`src/rtl/pwm_regs_pkg.sv`:
```
// Shared register map, CTRL bit layout and byte-lane helper for the PWM register bank.
package pwm_regs_pkg;

  localparam logic [4:0] OFF_PERIOD   = 5'h00;
  localparam logic [4:0] OFF_CMP1     = 5'h04;
  localparam logic [4:0] OFF_CMP2     = 5'h08;
  localparam logic [4:0] OFF_CVAL     = 5'h0C;
  localparam logic [4:0] OFF_CTRL     = 5'h10;
  localparam logic [4:0] OFF_PRESCALE = 5'h11;
  localparam logic [4:0] OFF_CRST     = 5'h12;
  localparam logic [4:0] OFF_SHSTAT   = 5'h13;

  localparam logic [4:0] G_IRQ_STAT   = 5'h00;
  localparam logic [4:0] G_IRQ_EN     = 5'h01;
  localparam logic [4:0] G_ID         = 5'h02;

  localparam logic [2:0] GLOBAL_CH    = 3'd7;

  localparam int CTRL_EN    = 0;
  localparam int CTRL_UPDN  = 1;
  localparam int CTRL_PWMEN = 2;
  localparam int CTRL_FN_LO = 3;

  // Index of a shadowed register within the staging/active arrays (offset bits [3:2]).
  typedef enum logic [1:0] {
    SH_PERIOD = 2'd0,
    SH_CMP1   = 2'd1,
    SH_CMP2   = 2'd2
  } shadow_sel_e;

  function automatic logic [7:0] byte_of(input logic [31:0] v, input logic [1:0] idx,
                                         input int nbytes);
    logic [31:0] sh;
    sh = v >> {idx, 3'b000};
    return (int'(idx) < nbytes) ? sh[7:0] : 8'h00;
  endfunction

endpackage

```
`src/rtl/pwm_regs_ch.sv`:
```
// One PWM channel: staging/active shadow registers, CTRL, PRESCALE, reset-pulse timer, read mux.
// Register writes land on the write-cycle edge; shadow transfer on overflow (or at once when disabled).
module pwm_regs_ch
  import pwm_regs_pkg::*;
#(
  parameter int CW        = 16,
  parameter int RST_PULSE = 2
) (
  input  logic          clk,
  input  logic          rst_n,
  input  logic          wr,
  input  logic [4:0]    off,
  input  logic [7:0]    wdata,
  input  logic [CW-1:0] counter,
  input  logic          update_evt,
  output logic [CW-1:0] period,
  output logic [CW-1:0] compare1,
  output logic [CW-1:0] compare2,
  output logic          en,
  output logic          upnotdown,
  output logic          pwm_en,
  output logic          count_reset,
  output logic [7:0]    prescale,
  output logic [1:0]    functions,
  output logic [7:0]    rd_data
);

  localparam int NB = CW / 8;

  logic [CW-1:0] stg [3];
  logic [CW-1:0] act [3];
  logic [4:0]    ctrl;
  logic [7:0]    pre;
  logic          pending;
  logic [3:0]    pcnt;
  logic [3:0]    pcnt_nxt;
  logic          cr;
  logic          shd_wr;
  logic          xfer;
  logic [1:0]    sel;

  assign sel    = off[3:2];
  assign shd_wr = wr && (off < OFF_CVAL) && (int'(off[1:0]) < NB);
  assign xfer   = (update_evt || !ctrl[CTRL_EN]) && pending;

  // Transfer samples the staging value before this edge's write, so a colliding
  // write is kept for the next transfer (pending stays set).
  always_ff @(posedge clk or negedge rst_n) begin
    if (!rst_n) begin
      for (int i = 0; i < 3; i++) begin
        stg[i] <= '0;
        act[i] <= '0;
      end
      pending <= 1'b0;
    end else begin
      if (xfer) begin
        for (int i = 0; i < 3; i++) act[i] <= stg[i];
      end
      if (shd_wr) begin
        for (int b = 0; b < NB; b++) begin
          if (int'(off[1:0]) == b) stg[sel][b*8 +: 8] <= wdata;
        end
      end
      if (shd_wr)    pending <= 1'b1;
      else if (xfer) pending <= 1'b0;
    end
  end

  always_comb begin
    pcnt_nxt = pcnt;
    if (wr && off == OFF_CRST) pcnt_nxt = 4'(RST_PULSE);
    else if (pcnt != 4'd0)     pcnt_nxt = pcnt - 4'd1;
  end

  always_ff @(posedge clk or negedge rst_n) begin
    if (!rst_n) begin
      ctrl <= '0;
      pre  <= '0;
      pcnt <= '0;
      cr   <= 1'b0;
    end else begin
      if (wr && off == OFF_CTRL)     ctrl <= wdata[4:0];
      if (wr && off == OFF_PRESCALE) pre  <= wdata;
      pcnt <= pcnt_nxt;
      cr   <= (pcnt_nxt != 4'd0);
    end
  end

  always_comb begin
    rd_data = 8'h00;
    if (off < OFF_CVAL)      rd_data = byte_of(32'(stg[sel]), off[1:0], NB);
    else if (off < OFF_CTRL) rd_data = byte_of(32'(counter), off[1:0], NB);
    else begin
      case (off)
        OFF_CTRL:     rd_data = {3'b000, ctrl};
        OFF_PRESCALE: rd_data = pre;
        OFF_SHSTAT:   rd_data = {7'b0, pending};
        default:      rd_data = 8'h00;
      endcase
    end
  end

  assign period      = act[SH_PERIOD];
  assign compare1    = act[SH_CMP1];
  assign compare2    = act[SH_CMP2];
  assign en          = ctrl[CTRL_EN];
  assign upnotdown   = ctrl[CTRL_UPDN];
  assign pwm_en      = ctrl[CTRL_PWMEN];
  assign functions   = ctrl[CTRL_FN_LO +: 2];
  assign prescale    = pre;
  assign count_reset = cr;

endmodule

```
`src/rtl/pwm_regs_mc.sv`:
```
// Multi-channel PWM register bank: channel decode, global IRQ block, final read mux.
// Reads are combinational; writes land on the write-cycle edge; irq lags status by one cycle.
module pwm_regs_mc
  import pwm_regs_pkg::*;
#(
  parameter int NCH       = 4,
  parameter int CW        = 16,
  parameter int RST_PULSE = 2
) (
  input  logic              clk,
  input  logic              rst_n,
  input  logic              read,
  input  logic              write,
  input  logic [7:0]        addr,
  input  logic [7:0]        data_write,
  output logic [7:0]        data_read,
  input  logic [NCH*CW-1:0] counter_val,
  input  logic [NCH-1:0]    update_evt,
  output logic [NCH*CW-1:0] period,
  output logic [NCH*CW-1:0] compare1,
  output logic [NCH*CW-1:0] compare2,
  output logic [NCH-1:0]    en,
  output logic [NCH-1:0]    upnotdown,
  output logic [NCH-1:0]    pwm_en,
  output logic [NCH-1:0]    count_reset,
  output logic [NCH*8-1:0]  prescale,
  output logic [NCH*2-1:0]  functions,
  output logic              irq
);

  logic [2:0]     ch;
  logic [4:0]     off;
  logic [7:0]     ch_rd [NCH];
  logic           gwr;
  logic [NCH-1:0] irq_stat;
  logic [NCH-1:0] irq_en;
  logic [NCH-1:0] irq_clr;
  logic [7:0]     glob_rd;
  logic [7:0]     id;

  assign ch  = addr[7:5];
  assign off = addr[4:0];
  assign id  = {1'b0, 3'(NCH), 4'(CW / 8)};

  for (genvar c = 0; c < NCH; c++) begin : g_ch
    pwm_regs_ch #(.CW(CW), .RST_PULSE(RST_PULSE)) u_ch (
      .clk        (clk),
      .rst_n      (rst_n),
      .wr         (write && ch == 3'(c)),
      .off        (off),
      .wdata      (data_write),
      .counter    (counter_val[c*CW +: CW]),
      .update_evt (update_evt[c]),
      .period     (period[c*CW +: CW]),
      .compare1   (compare1[c*CW +: CW]),
      .compare2   (compare2[c*CW +: CW]),
      .en         (en[c]),
      .upnotdown  (upnotdown[c]),
      .pwm_en     (pwm_en[c]),
      .count_reset(count_reset[c]),
      .prescale   (prescale[c*8 +: 8]),
      .functions  (functions[c*2 +: 2]),
      .rd_data    (ch_rd[c])
    );
  end

  assign gwr     = write && ch == GLOBAL_CH;
  assign irq_clr = (gwr && off == G_IRQ_STAT) ? data_write[NCH-1:0] : '0;

  // Set is OR-ed in after the clear so a coincident overflow is never lost.
  always_ff @(posedge clk or negedge rst_n) begin
    if (!rst_n) begin
      irq_stat <= '0;
      irq_en   <= '0;
      irq      <= 1'b0;
    end else begin
      irq_stat <= (irq_stat & ~irq_clr) | update_evt;
      if (gwr && off == G_IRQ_EN) irq_en <= data_write[NCH-1:0];
      irq <= |(irq_stat & irq_en);
    end
  end

  always_comb begin
    case (off)
      G_IRQ_STAT: glob_rd = 8'(irq_stat);
      G_IRQ_EN:   glob_rd = 8'(irq_en);
      G_ID:       glob_rd = id;
      default:    glob_rd = 8'h00;
    endcase
  end

  always_comb begin
    data_read = 8'h00;
    if (read) begin
      if (ch == GLOBAL_CH) data_read = glob_rd;
      else begin
        for (int c = 0; c < NCH; c++) begin
          if (ch == 3'(c)) data_read = ch_rd[c];
        end
      end
    end
  end

endmodule

```
`config.mk`:
```
export PLATFORM = sky130hd
export DESIGN_NAME = pwm_regs_mc
export DESIGN_NICKNAME = d
export VERILOG_FILES = /design/src/rtl/pwm_regs_pkg.sv /design/src/rtl/pwm_regs_ch.sv /design/src/rtl/pwm_regs_mc.sv
export SDC_FILE = /design/constraint.sdc
export NUM_CORES = 1
export LEC_CHECK = 0
export CORE_AREA = 2 2 203 205
export DETAILED_ROUTE_END_ITERATION = 6
export DIE_AREA = 0 0 205 207
export GPL_TIMING_DRIVEN = 0
export PLACE_DENSITY = 0.79
export REMOVE_ABC_BUFFERS = 1
export SYNTH_ARGS = -nofsm -noshare
export SYNTH_HDL_FRONTEND = slang
export SYNTH_HIERARCHICAL = 1
export SYNTH_SLANG_ARGS = --single-unit
export TNS_END_PERCENT = 30
```
`constraint.sdc`:
```
create_clock -name clk -period 2.9 [get_ports clk]
set_input_delay 0.29 -clock clk [delete_from_list [all_inputs] [get_ports clk]]
set_output_delay 0.29 -clock clk [all_outputs]
set_load 0.01 [all_outputs]
```
==> flow_results.xml, run 1 <==
<?xml version="1.0" encoding="UTF-8"?>
<metrics>
  <group name="status">
    <metric name="outcome" unit="">finished with violations</metric>
    <metric name="failed_checks" unit="">negative setup slack</metric>
  </group>
  <group name="clocking">
    <metric name="cts_tree" unit="">done</metric>
    <metric name="worst_skew_pair.late_latency" unit="ps">580</metric>
    <metric name="htreeDepth" unit="">2</metric>
    <metric name="tritoncts.num_buffers" unit="">48</metric>
    <metric name="cts_buffer_depth" unit="">3</metric>
    <metric name="clkSinkCount" unit="">469</metric>
    <metric name="clock_pin_transition_on_the_worst_setup_and_hold_timing_paths" unit="ps">60</metric>
    <metric name="clk_root_buffer_cell" unit="">sky130_fd_sc_hd__clkbuf_16</metric>
  </group>
  <group name="logic_synthesis">
    <metric name="synth.yosys.warnings" unit="">6</metric>
    <metric name="yosys_register_bits" unit="">469</metric>
    <metric name="synth.largest_area_cell" unit="">sky130_fd_sc_hd__dfrtp_1</metric>
    <metric name="synth_edf_count" unit="">0</metric>
    <metric name="synth_async_sr_flop_share" unit="%">100</metric>
    <metric name="yosysSeqAreaShare" unit="%">54.9</metric>
    <metric name="synth.top_cells.by_area" unit="">sky130_fd_sc_hd__dfrtp_1 (55%), sky130_fd_sc_hd__mux2_2 (26%), sky130_fd_sc_hd__mux2i_1 (2.7%)</metric>
    <metric name="netlist-cell-type-count" unit="">73</metric>
    <metric name="synthesis.area_per_instance" unit="sq um">14.0</metric>
    <metric name="syn_area" unit="sq mm">0.0214</metric>
    <metric name="post_synthesis_cells" unit="">1526</metric>
    <metric name="synth_ff_type" unit="">sky130_fd_sc_hd__dfrtp_1</metric>
    <metric name="synthDominantCellAreaShare" unit="%">54.9</metric>
  </group>
  <group name="cells_and_area">
    <metric name="drive_above_1_share" unit="%">39.2</metric>
    <metric name="layout_commonest_cell" unit="">sky130_fd_sc_hd__mux2_2</metric>
    <metric name="post-route-util" unit="%">69.5</metric>
    <metric name="stdcell_area" unit="sq mm">0.0281</metric>
    <metric name="area_growth_syn_to_layout" unit="%">31.2</metric>
    <metric name="final_net_count" unit="">1987</metric>
    <metric name="layout_common_cells" unit="">sky130_fd_sc_hd__mux2_2 (486), sky130_fd_sc_hd__dfrtp_1 (469), sky130_fd_sc_hd__clkdlybuf4s50_1 (322), sky130_fd_sc_hd__mux2i_1 (57), sky130_fd_sc_hd__clkbuf_16 (52)</metric>
  </group>
  <group name="timing">
    <metric name="timing.final.ws_setup" unit="ps">-46.3</metric>
    <metric name="timing.fmax" unit="GHz">0.339</metric>
    <metric name="rsz0062_at_grt" unit="">yes</metric>
    <metric name="report.final.hold_viol_count" unit="">0</metric>
    <metric name="report.final.setup_viol" unit="">3</metric>
    <metric name="layout_min_cycle_time" unit="ps">2950</metric>
    <metric name="finalCritPeriodShare" unit="%">102</metric>
    <metric name="drv_slew" unit="">0</metric>
    <metric name="post_route_setup_tns" unit="ps">-103</metric>
    <metric name="slew_headroom" unit="%">33.5</metric>
    <metric name="timing_worst_slew_pin_value" unit="ps">996</metric>
    <metric name="fin_skew" unit="ps">13.0</metric>
  </group>
  <group name="drt">
    <metric name="vias" unit="">15070</metric>
    <metric name="route.detailed.wl_per_inst" unit="microns">25.9</metric>
    <metric name="drt_wl_total" unit="microns">63800</metric>
    <metric name="firstDrtPassIters" unit="">5</metric>
    <metric name="drc" unit="">0</metric>
    <metric name="drt.antenna.violating_nets" unit="">0</metric>
    <metric name="vias_per_cell" unit="">6.11</metric>
    <metric name="drt-initial-drc-count" unit="">1149</metric>
  </group>
  <group name="global_routing">
    <metric name="busiest_layer" unit="">met2</metric>
    <metric name="grt_use_total" unit="%">29.5</metric>
    <metric name="grt.met1_usage" unit="%">40.6</metric>
    <metric name="largest_net_degree_at_the_start_of_global_routing" unit="">129</metric>
    <metric name="global_route.usage.met3" unit="%">4.66</metric>
    <metric name="grt_pass1_vias" unit="">15460</metric>
    <metric name="grt_util_met2" unit="%">46.8</metric>
    <metric name="grt_pass1_wl" unit="microns">95200</metric>
    <metric name="gr-total-overflow" unit="">0</metric>
    <metric name="grt_antenna_before_repair" unit="">2</metric>
  </group>
  <group name="floorplan">
    <metric name="initial_utilization" unit="%">53.0</metric>
    <metric name="core_area" unit="sq mm">0.0404</metric>
    <metric name="floorplan.die.width" unit="microns">205</metric>
    <metric name="row_count" unit="">74</metric>
    <metric name="die_height" unit="microns">207</metric>
    <metric name="design.portCount" unit="">345</metric>
    <metric name="area_of_the_die" unit="sq mm">0.0424</metric>
  </group>
  <group name="place">
    <metric name="place_hpwl" unit="microns">40700</metric>
    <metric name="globalplace.congestion" unit="">0.843</metric>
    <metric name="post_dp_cell_area" unit="sq mm">0.0255</metric>
    <metric name="port_buffers" unit="">344</metric>
  </group>
  <group name="power_and_ir_drop">
    <metric name="static-leakage-power" unit="nW">13.2</metric>
    <metric name="ir_drop" unit="mV">0.533</metric>
    <metric name="design_power_total" unit="mW">16.0</metric>
    <metric name="power-per-cell-area" unit="mW/mm^2">570</metric>
  </group>
  <group name="worst_hold_path">
    <metric name="worstHoldPathCells" unit="">3</metric>
    <metric name="min_delay_worst_endpoint" unit="">g_ch[3].u_ch/pcnt[3]</metric>
    <metric name="hold_class" unit="">in -&gt; reg</metric>
    <metric name="hold_path_startpoint" unit="">addr[1]</metric>
  </group>
  <group name="setup_path">
    <metric name="setup.worst_path.start" unit="">g_ch[1].u_ch/stg[6]</metric>
    <metric name="worstSetupEndpointType" unit="">primary output</metric>
    <metric name="r2r_setup_slack" unit="ps">950</metric>
    <metric name="worst-endpoint-required" unit="ps">2610</metric>
    <metric name="critical_path.reg2reg.endpoint" unit="">g_ch[1].u_ch/period[3]</metric>
    <metric name="arr_time_crit_path" unit="ps">2660</metric>
    <metric name="worstSetupPathType" unit="">reg -&gt; out</metric>
    <metric name="crit_fanout" unit="">3</metric>
    <metric name="reg2regPathDepth" unit="">5</metric>
    <metric name="worstReg2RegStart" unit="">g_ch[1].u_ch/ctrl[0]</metric>
    <metric name="start_kind" unit="">flop</metric>
  </group>
  <group name="flow_run">
    <metric name="cap_viol_max_count" unit="">0</metric>
  </group>
</metrics>
flip-flops by register name, indices dropped and copies added, names as in the netlist:
signal and flops:
g_ch.u_ch/compare1 64, g_ch.u_ch/compare2 64, g_ch.u_ch/count_reset 4, g_ch.u_ch/ctrl 20, g_ch.u_ch/pcnt 16, g_ch.u_ch/pending 4, g_ch.u_ch/period 64, g_ch.u_ch/prescale 32
g_ch.u_ch/stg 192, irq 1, irq_en 4, irq_stat 4
worst max-delay path by stage:
stage	end	slack, ps	depth (start not counted)
2_1_floorplan	g_ch[1].u_ch/compare1[0]	-1590	3
3_3_place_gp	g_ch[1].u_ch/period[2]	-18550	1
3_5_place_dp	data_read[1]	-1410	9
4_1_cts	data_read[4]	-400	8
5_1_grt	data_read[6]	-100	7
6_report	data_read[6]	-50	7
layout make-up:
cell class | count | area (sq um)
inverters | 30 | 124
flip-flops and latches | 469 | 11700
clock buffers | 69 | 1400
multi-input cells | 957 | 9620
repair buffers | 389 | 4220
diodes | 1 | 2.50
well taps | 532 | 666
clock inverters | 18 | 302
fillers | 2773 | 12300
routing by layer:
layer | vias to the layer above | wire [microns]
li1 | 6490 | -
met1 | 7805 | 26500
met2 | 633 | 30200
met4 | 2 | 2610
met3 | 140 | 4510
met5 | - | 18
stage by stage:
step                setup slack (ps)  hold WS (ps)  cells
global placement              -18550           477   2331
CTS                             -398           222   2454
floorplan                      -1590         -5.59   1455
finish                         -46.3           188   2465
global route                    -104           182   2465
detailed placement             -1410           393   2346
repair_timing:
action                                 4_1_cts  5_1_grt
pin swaps                                    6       14
gates resized for setup                     81       39
hold buffers                                 1        0
cloned                                       5        3
buffers inserted                            15        7
setup endpoints to repair                  157      104
endpoints found under the hold margin       99        0
synthesized netlist by cell type, types with 7 or more instances:
cell type	n
sky130_fd_sc_hd__a21o_1	8
sky130_fd_sc_hd__a21oi_1	32
sky130_fd_sc_hd__a221oi_1	36
sky130_fd_sc_hd__a222oi_1	12
sky130_fd_sc_hd__buf_2	45
sky130_fd_sc_hd__buf_4	14
sky130_fd_sc_hd__dfrtp_1	469
sky130_fd_sc_hd__inv_1	27
sky130_fd_sc_hd__mux2_2	487
sky130_fd_sc_hd__mux2i_1	58
sky130_fd_sc_hd__nand2_1	20
sky130_fd_sc_hd__nand2_2	10
sky130_fd_sc_hd__nand2b_1	11
sky130_fd_sc_hd__nand3_1	11
sky130_fd_sc_hd__nor2_1	31
sky130_fd_sc_hd__nor2b_1	13
sky130_fd_sc_hd__nor3_1	9
sky130_fd_sc_hd__nor3b_2	8
sky130_fd_sc_hd__o211ai_1	8
sky130_fd_sc_hd__o21ai_0	28
sky130_fd_sc_hd__o221ai_1	7
sky130_fd_sc_hd__o31ai_1	7
sky130_fd_sc_hd__o32ai_1	13
sky130_fd_sc_hd__or3_1	9
sky130_fd_sc_hd__xnor2_1	8
report_power, final:
group          switching, mW  internal (mW)  total (mW)
combinational           1.11           1.04        2.15
sequential             0.302           6.90        7.20
clock                   2.58           4.07        6.65
total                   3.99           12.0        16.0
logic make-up after synthesis:
kind of cell / Yosys count / share of synthesized area (%)
mux: 552 / 28.9
simple gates: 193 / 6.26
buf+inv: 101 / 2.40
xor+xnor: 8 / 0.328
fa+ha+maj: 4 / 0.234
compound gates: 199 / 7.04
flops: 469 / 54.9
worst max-delay path, stage by stage (launching register included):
cell	delay (ps)
sky130_fd_sc_hd__dfrtp_1	390
sky130_fd_sc_hd__mux2_2	280
sky130_fd_sc_hd__a221oi_1	520
sky130_fd_sc_hd__o31ai_1	190
sky130_fd_sc_hd__or3b_2	240
sky130_fd_sc_hd__a21boi_2	50
sky130_fd_sc_hd__o221a_2	250
sky130_fd_sc_hd__buf_2	160
Power figures use the tool's default switching activity.
==> run 2, diff against run 1 <==
Settings changed: CTS_CLUSTER_DIAMETER set to 30.
==> run 2 against run 1 <==
Against the previous run: the flow still finishes with violations (negative setup slack); register-to-register slack about the same; cell count up 3.2%; critical endpoint unchanged; non-clock buffer count down 2; design area up 5.4%; sequential share of layout area down 2.1 points; global-route usage up 1.3 points; worst setup slack worse by 8.9 ps; largest power group is now the clock network; sequential power about the same; core utilization up 3.7 points; largest cell class unchanged; critical path type unchanged.
==> flow_results.xml, run 2 (synthesis results as in run 1) <==
<?xml version="1.0" encoding="UTF-8"?>
<metrics>
  <group name="timing">
    <metric name="report.final.setup_viol" unit="">4</metric>
    <metric name="fin_skew" unit="ps">18.9</metric>
    <metric name="slew_headroom" unit="%">32.7</metric>
    <metric name="timing.fmax" unit="GHz">0.338</metric>
    <metric name="timing.final.ws_setup" unit="ps">-55.1</metric>
    <metric name="drv_slew" unit="">0</metric>
    <metric name="rsz0062_at_grt" unit="">yes</metric>
    <metric name="timing_worst_slew_pin_value" unit="ps">1010</metric>
    <metric name="layout_min_cycle_time" unit="ps">2960</metric>
    <metric name="report.final.hold_viol_count" unit="">0</metric>
    <metric name="finalCritPeriodShare" unit="%">102</metric>
  </group>
  <group name="setup_path">
    <metric name="worstSetupEndpointType" unit="">primary output</metric>
    <metric name="crit_fanout" unit="">3</metric>
    <metric name="r2r_setup_slack" unit="ps">940</metric>
    <metric name="slowest_stage_delay_cp" unit="ps">490</metric>
    <metric name="worstSetupPathType" unit="">reg -&gt; out</metric>
    <metric name="worstPathCellList" unit="">mux2_2 -&gt; a221oi_1 -&gt; o31ai_1 -&gt; or3b_2 -&gt; a21boi_0 -&gt; o221a_2 -&gt; buf_4</metric>
    <metric name="worst-endpoint-required" unit="ps">2610</metric>
    <metric name="start_kind" unit="">flop</metric>
    <metric name="arr_time_crit_path" unit="ps">2670</metric>
    <metric name="critPathSlowestCell" unit="">sky130_fd_sc_hd__a221oi_1</metric>
  </group>
  <group name="cells_and_area">
    <metric name="final_net_count" unit="">2029</metric>
    <metric name="layout_common_cells" unit="">sky130_fd_sc_hd__mux2_2 (485), sky130_fd_sc_hd__dfrtp_1 (469), sky130_fd_sc_hd__clkdlybuf4s50_1 (322), sky130_fd_sc_hd__clkbuf_16 (97), sky130_fd_sc_hd__mux2i_1 (57)</metric>
    <metric name="post-route-util" unit="%">73.3</metric>
    <metric name="stdcell_area" unit="sq mm">0.0296</metric>
    <metric name="largest_register" unit="">g_ch.u_ch/stg</metric>
    <metric name="area_growth_syn_to_layout" unit="%">38.2</metric>
    <metric name="fillerInstances" unit="">2526</metric>
    <metric name="layout_commonest_cell" unit="">sky130_fd_sc_hd__mux2_2</metric>
    <metric name="max_reg_flops" unit="">192</metric>
    <metric name="drive_above_1_share" unit="%">41.5</metric>
  </group>
  <group name="place">
    <metric name="dpl_worst_slack" unit="ps">-1410</metric>
    <metric name="globalplace.congestion" unit="">0.843</metric>
    <metric name="place_hpwl" unit="microns">40700</metric>
    <metric name="post_dp_cell_area" unit="sq mm">0.0255</metric>
    <metric name="port_buffers" unit="">344</metric>
  </group>
  <group name="power_and_ir_drop">
    <metric name="ir_drop" unit="mV">0.513</metric>
    <metric name="power-per-cell-area" unit="mW/mm^2">678</metric>
    <metric name="static-leakage-power" unit="nW">13.9</metric>
  </group>
  <group name="clocking">
    <metric name="cts_tree" unit="">done</metric>
    <metric name="cts_buffer_depth" unit="">3</metric>
    <metric name="clkSinkCount" unit="">469</metric>
    <metric name="clock_pin_transition_on_the_worst_setup_and_hold_timing_paths" unit="ps">60</metric>
    <metric name="worst_skew_pair.late_latency" unit="ps">620</metric>
    <metric name="htreeDepth" unit="">3</metric>
    <metric name="tritoncts.num_buffers" unit="">92</metric>
    <metric name="clk_root_buffer_cell" unit="">sky130_fd_sc_hd__clkbuf_16</metric>
  </group>
  <group name="drt">
    <metric name="drt.antenna.violating_nets" unit="">0</metric>
    <metric name="drc" unit="">0</metric>
    <metric name="vias_per_cell" unit="">6.14</metric>
    <metric name="firstDrtPassIters" unit="">6</metric>
    <metric name="route.detailed.wl_per_inst" unit="microns">26.4</metric>
    <metric name="drt_wl_total" unit="microns">67100</metric>
    <metric name="drt-initial-drc-count" unit="">1179</metric>
    <metric name="vias" unit="">15628</metric>
  </group>
  <group name="flow_run">
    <metric name="cap_viol_max_count" unit="">0</metric>
  </group>
  <group name="floorplan">
    <metric name="row_count" unit="">74</metric>
    <metric name="initial_utilization" unit="%">53.0</metric>
    <metric name="design.portCount" unit="">345</metric>
    <metric name="die_height" unit="microns">207</metric>
    <metric name="core_area" unit="sq mm">0.0404</metric>
    <metric name="area_of_the_die" unit="sq mm">0.0424</metric>
    <metric name="floorplan.die.width" unit="microns">205</metric>
  </group>
  <group name="worst_hold_path">
    <metric name="hold_class" unit="">in -&gt; reg</metric>
  </group>
  <group name="status">
    <metric name="outcome" unit="">finished with violations</metric>
    <metric name="failed_checks" unit="">negative setup slack</metric>
  </group>
  <group name="global_routing">
    <metric name="grt_pass1_wl" unit="microns">99400</metric>
    <metric name="largest_net_degree_at_the_start_of_global_routing" unit="">129</metric>
    <metric name="gr-total-overflow" unit="">0</metric>
    <metric name="grt_use_total" unit="%">30.8</metric>
    <metric name="grt_antenna_before_repair" unit="">1</metric>
    <metric name="grt_pass1_vias" unit="">16423</metric>
  </group>
</metrics>
[run 2: cell types whose count changed in the layout (fill, tap and decap cells not counted), moves of 3 or more]
cell	change
sky130_fd_sc_hd__clkbuf_16	+45
sky130_fd_sc_hd__clkinv_2	+8
sky130_fd_sc_hd__clkinv_4	+5
sky130_fd_sc_hd__clkinvlp_4	+6
sky130_fd_sc_hd__inv_16	+3
sky130_fd_sc_hd__inv_6	+8
[run 2: power breakdown]
| part | switching [mW] | internal (mW) | total [mW] |
|---|---|---|---|
| registers | 0.307 | 6.91 | 7.22 |
| clock network | 3.66 | 6.99 | 10.7 |
| logic | 1.13 | 1.05 | 2.18 |
[run 2: critical path: cells and delay by family (launching register included)]
kind | cells | cell delay, ps
compound gates | 4 | 990
mux | 1 | 290
buf+inv | 1 | 160
flops | 1 | 390
simple gates | 1 | 220
[run 2: final cells by class]
class	count	area, sq um	share of cell area (%)
Inverter	30	124	0.419
Multi-Input combinational cell	957	9630	32.6
Antenna cell	1	2.50	0.00846
Tap cell	532	666	2.25
Clock buffer	115	2510	8.49
Timing Repair Buffer	387	4260	14.4
Sequential cell	469	11700	39.7
Clock inverter	53	646	2.18
[run 2: metal layers]
| layer | part of all wire, % | GRT usage [%] |
|---|---|---|
| met4 | 4.0 | 15.8 |
| met3 | 7.3 | 6.29 |
| met5 | 0 | 0 |
| met2 | 48 | 49.0 |
| met1 | 40 | 40.1 |
[run 2: repair_timing]
| item | in CTS | in global routing |
|---|---|---|
| buffers inserted | 14 | 4 |
| gates resized for setup | 70 | 54 |
| setup endpoints to repair | 153 | 97 |
| cloned | 6 | 4 |
| pin swaps | 8 | 16 |
| hold buffers | 1 | 0 |
| hold endpoints to repair | 99 | 0 |
[run 2: through the flow]
step / std cells / hold slack [ps] / power [mW] / TNS, ps
5_1_grt: 2544 / 149 / 20.7 / -525
3_5_place_dp: 2346 / 393 / 9.29 / -165500
6_report: 2544 / 142 / 20.1 / -135
3_3_place_gp: 2331 / 477 / 9.20 / -
4_1_cts: 2535 / 116 / 20.1 / -9760
2_1_floorplan: 1455 / -5.59 / 8.25 / -229370
[run 2: path summary, 6_finish.rpt]
kind	from	endpoint	cells after the start
max reg2reg	g_ch[1].u_ch/ctrl[0]	g_ch[1].u_ch/period[1]	5
min	addr[1]	g_ch[3].u_ch/pcnt[0]	3
min reg2reg	g_ch[1].u_ch/period[13]	g_ch[1].u_ch/period[13]	1
max	g_ch[1].u_ch/stg[6]	data_read[6]	7
max in group asynchronous	rst_n	g_ch[1].u_ch/compare1[5]	4
min in group asynchronous	rst_n	g_ch[2].u_ch/compare2[2]	2
==> run 3, diff against run 2 <==
Settings changed: CELL_PAD_IN_SITES_DETAIL_PLACEMENT set to 1, CELL_PAD_IN_SITES_GLOBAL_PLACEMENT set to 1, CORE_AREA 2 2 203 205 to 2 2 236 215, DIE_AREA 0 0 205 207 to 0 0 238 217, PLACE_DENSITY 0.79 to not set, PLACE_DENSITY_LB_ADDON set to 0.1.
==> run 3 against run 2 <==
Against the previous run: the run still ends with negative setup slack left; worst setup slack worse by 72 ps; highest routed layer is now met5; critical endpoint is now data_read[2]; sequential power hardly changed; non-clock buffer count is 9 higher; clock power is 25% higher; register-to-register slack worse by 90 ps; largest cell class unchanged; maximum frequency is 2.4% lower.
==> flow_results.xml, run 3 (synthesis results as in run 1) <==
<?xml version="1.0" encoding="UTF-8"?>
<metrics>
  <group name="place">
    <metric name="dpl_worst_slack" unit="ps">-1630</metric>
    <metric name="place_hpwl" unit="microns">45600</metric>
    <metric name="port_buffers" unit="">344</metric>
    <metric name="dpl.cell_count" unit="">2454</metric>
    <metric name="globalplace.congestion" unit="">0.785</metric>
    <metric name="post_dp_cell_area" unit="sq mm">0.0256</metric>
  </group>
  <group name="power_and_ir_drop">
    <metric name="total_switching_power" unit="mW">5.63</metric>
    <metric name="static-leakage-power" unit="nW">14.4</metric>
    <metric name="ir_drop" unit="mV">0.541</metric>
    <metric name="switching_share" unit="%">24.6</metric>
    <metric name="power_report.internal_total" unit="mW">17.3</metric>
    <metric name="power-per-cell-area" unit="mW/mm^2">749</metric>
    <metric name="fraction_of_power_consumed_by_the_clock_network" unit="%">58.7</metric>
    <metric name="design_power_total" unit="mW">22.9</metric>
    <metric name="pwr-share-comb" unit="%">9.8</metric>
    <metric name="sequentialPowerShare" unit="%">31.5</metric>
  </group>
  <group name="setup_path">
    <metric name="worstPathCellList" unit="">buf_8 -&gt; bufbuf_16 -&gt; clkinvlp_4 -&gt; a221oi_1 -&gt; o32ai_2 -&gt; or3b_2 -&gt; a21oi_1 -&gt; o21ba_2 -&gt; buf_4</metric>
    <metric name="critical_path.reg2reg.endpoint" unit="">g_ch[2].u_ch/period[10]</metric>
    <metric name="arr_time_crit_path" unit="ps">2740</metric>
    <metric name="slowest_stage_delay_cp" unit="ps">680</metric>
    <metric name="worstReg2RegStart" unit="">g_ch[2].u_ch/ctrl[0]</metric>
    <metric name="critPathSlowestCell" unit="">sky130_fd_sc_hd__a221oi_1</metric>
    <metric name="r2r_setup_slack" unit="ps">850</metric>
    <metric name="worstSetupEndpointType" unit="">primary output</metric>
    <metric name="crit_fanout" unit="">15</metric>
    <metric name="worstSetupPathType" unit="">in -&gt; out</metric>
    <metric name="worst-endpoint-required" unit="ps">2610</metric>
    <metric name="start_kind" unit="">input pin</metric>
    <metric name="reg2regPathDepth" unit="">5</metric>
  </group>
  <group name="drt">
    <metric name="drt_wl_total" unit="microns">75200</metric>
    <metric name="routed.top_layer" unit="">met5</metric>
    <metric name="firstDrtPassIters" unit="">6</metric>
    <metric name="drt-initial-drc-count" unit="">845</metric>
    <metric name="drc" unit="">0</metric>
    <metric name="vias_per_cell" unit="">5.74</metric>
    <metric name="routedLengthMet1" unit="microns">31600</metric>
    <metric name="wl_met3" unit="microns">4870</metric>
    <metric name="route.detailed.wl_per_inst" unit="microns">27.9</metric>
    <metric name="route.met2.wl" unit="microns">36200</metric>
    <metric name="vias" unit="">15492</metric>
    <metric name="drt.antenna.violating_nets" unit="">0</metric>
  </group>
  <group name="cells_and_area">
    <metric name="final_net_count" unit="">2054</metric>
    <metric name="largest_register" unit="">g_ch.u_ch/stg</metric>
    <metric name="area_growth_syn_to_layout" unit="%">43.2</metric>
    <metric name="stdcell_area" unit="sq mm">0.0306</metric>
    <metric name="post-route-util" unit="%">61.8</metric>
    <metric name="finish.cell_count_without_fillers" unit="">2698</metric>
    <metric name="max_reg_flops" unit="">192</metric>
    <metric name="drive_above_1_share" unit="%">42.6</metric>
    <metric name="layout_common_cells" unit="">sky130_fd_sc_hd__mux2_2 (487), sky130_fd_sc_hd__dfrtp_1 (469), sky130_fd_sc_hd__clkdlybuf4s50_1 (322), sky130_fd_sc_hd__clkbuf_16 (110), sky130_fd_sc_hd__mux2i_1 (58)</metric>
    <metric name="layout_commonest_cell" unit="">sky130_fd_sc_hd__mux2_2</metric>
  </group>
  <group name="floorplan">
    <metric name="design.portCount" unit="">345</metric>
    <metric name="initial_utilization" unit="%">43.1</metric>
    <metric name="floorplan.die.width" unit="microns">238</metric>
    <metric name="row_count" unit="">78</metric>
    <metric name="core_area" unit="sq mm">0.0496</metric>
    <metric name="area_of_the_die" unit="sq mm">0.0516</metric>
    <metric name="die_height" unit="microns">217</metric>
  </group>
  <group name="global_routing">
    <metric name="largest_net_degree_at_the_start_of_global_routing" unit="">120</metric>
    <metric name="grt_pass1_wl" unit="microns">112000</metric>
    <metric name="gr-total-overflow" unit="">0</metric>
    <metric name="grt_use_total" unit="%">29.3</metric>
    <metric name="grt_antenna_before_repair" unit="">6</metric>
    <metric name="grt_pass1_vias" unit="">17306</metric>
  </group>
  <group name="clocking">
    <metric name="clkSinkCount" unit="">469</metric>
    <metric name="tritoncts.num_buffers" unit="">109</metric>
    <metric name="htreeDepth" unit="">3</metric>
    <metric name="cts_tree" unit="">done</metric>
    <metric name="worst_skew_pair.late_latency" unit="ps">650</metric>
    <metric name="clock_pin_transition_on_the_worst_setup_and_hold_timing_paths" unit="ps">50</metric>
    <metric name="cts_buffer_depth" unit="">3</metric>
    <metric name="clk_root_buffer_cell" unit="">sky130_fd_sc_hd__clkbuf_16</metric>
  </group>
  <group name="status">
    <metric name="outcome" unit="">finished with violations</metric>
    <metric name="failed_checks" unit="">negative setup slack</metric>
  </group>
  <group name="timing">
    <metric name="report.final.setup_viol" unit="">6</metric>
    <metric name="finalCritPeriodShare" unit="%">104</metric>
    <metric name="post_route_setup_tns" unit="ps">-376</metric>
    <metric name="timing_worst_slew_pin_value" unit="ps">988</metric>
    <metric name="timing.fmax" unit="GHz">0.330</metric>
    <metric name="report.final.hold_viol_count" unit="">0</metric>
    <metric name="slew_headroom" unit="%">34.2</metric>
    <metric name="layout_min_cycle_time" unit="ps">3030</metric>
    <metric name="drv_slew" unit="">0</metric>
    <metric name="timing.final.ws_setup" unit="ps">-127</metric>
    <metric name="fin_skew" unit="ps">20.9</metric>
    <metric name="rsz0062_at_grt" unit="">yes</metric>
    <metric name="hold_ws" unit="ps">147</metric>
  </group>
  <group name="worst_hold_path">
    <metric name="hold_class" unit="">in -&gt; async</metric>
  </group>
  <group name="flow_run">
    <metric name="cap_viol_max_count" unit="">0</metric>
  </group>
</metrics>
==> run 3: cell types whose count changed in the layout (fill, tap and decap cells not counted), moves of 5 or more <==
cell	before	now
sky130_fd_sc_hd__bufinv_16	9	23
sky130_fd_sc_hd__buf_4	20	26
sky130_fd_sc_hd__clkbuf_16	97	110
sky130_fd_sc_hd__bufbuf_16	5	10
sky130_fd_sc_hd__clkbuf_1	12	6
sky130_fd_sc_hd__clkinvlp_4	12	17
==> run 3: worst max-delay path: cells and delay by family <==
family | cells | cell delay [ps]
AND/OR/NAND/NOR | 1 | 230
AO/OA/AOI/OAI | 4 | 1170
buffers and inverters | 4 | 1030
==> run 3: area by class of cell <==
cell class              count  area, sq um
diodes                      3         7.51
clock inverters            76         1120
inverters                  30          120
fillers                  4579        19000
multi-input cells         956         9550
flip-flops and latches    469        11700
well taps                 640          801
clock buffers             128         2940
repair buffers            396         4350
==> run 3: power groups by stage <==
stage	Sequential, mW	Clock (mW)	Combinational [mW]
global route	7.27	13.9	2.44
floorplan	7.26	0	0.988
CTS	7.22	13.6	2.25
finish	7.22	13.4	2.25
global placement	7.30	0	1.97
detailed placement	7.31	0	2.05
==> run 3: metal layers <==
metal,vias up,track usage (%)
met2,515,47.9
met1,8171,37.1
met3,142,8.02
met5,-,0
met4,4,11.3
li1,6660,-
==> run 3: what timing repair did <==
item                                    CTS  global route
buffers inserted                         23             2
gates cloned                             10             0
hold endpoints to repair                 48             0
resized for setup                       104            10
pin swaps                                21             7
hold buffers                              2             0
endpoints found under the setup margin   17            60
==> run 3: how the worst max path moves through the flow <==
stage	startpoint	endpoint	slack, ps	depth (start not counted)
global placement	rst_n	g_ch[2].u_ch/period[10]	-19430	1
detailed placement	addr[2]	data_read[2]	-1630	9
floorplan	g_ch[1].u_ch/ctrl[0]	g_ch[1].u_ch/compare1[0]	-1590	3
finish	addr[2]	data_read[2]	-130	9
global route	g_ch[3].u_ch/prescale[1]	data_read[1]	-190	6
CTS	g_ch[0].u_ch/stg[29]	data_read[5]	-90	7
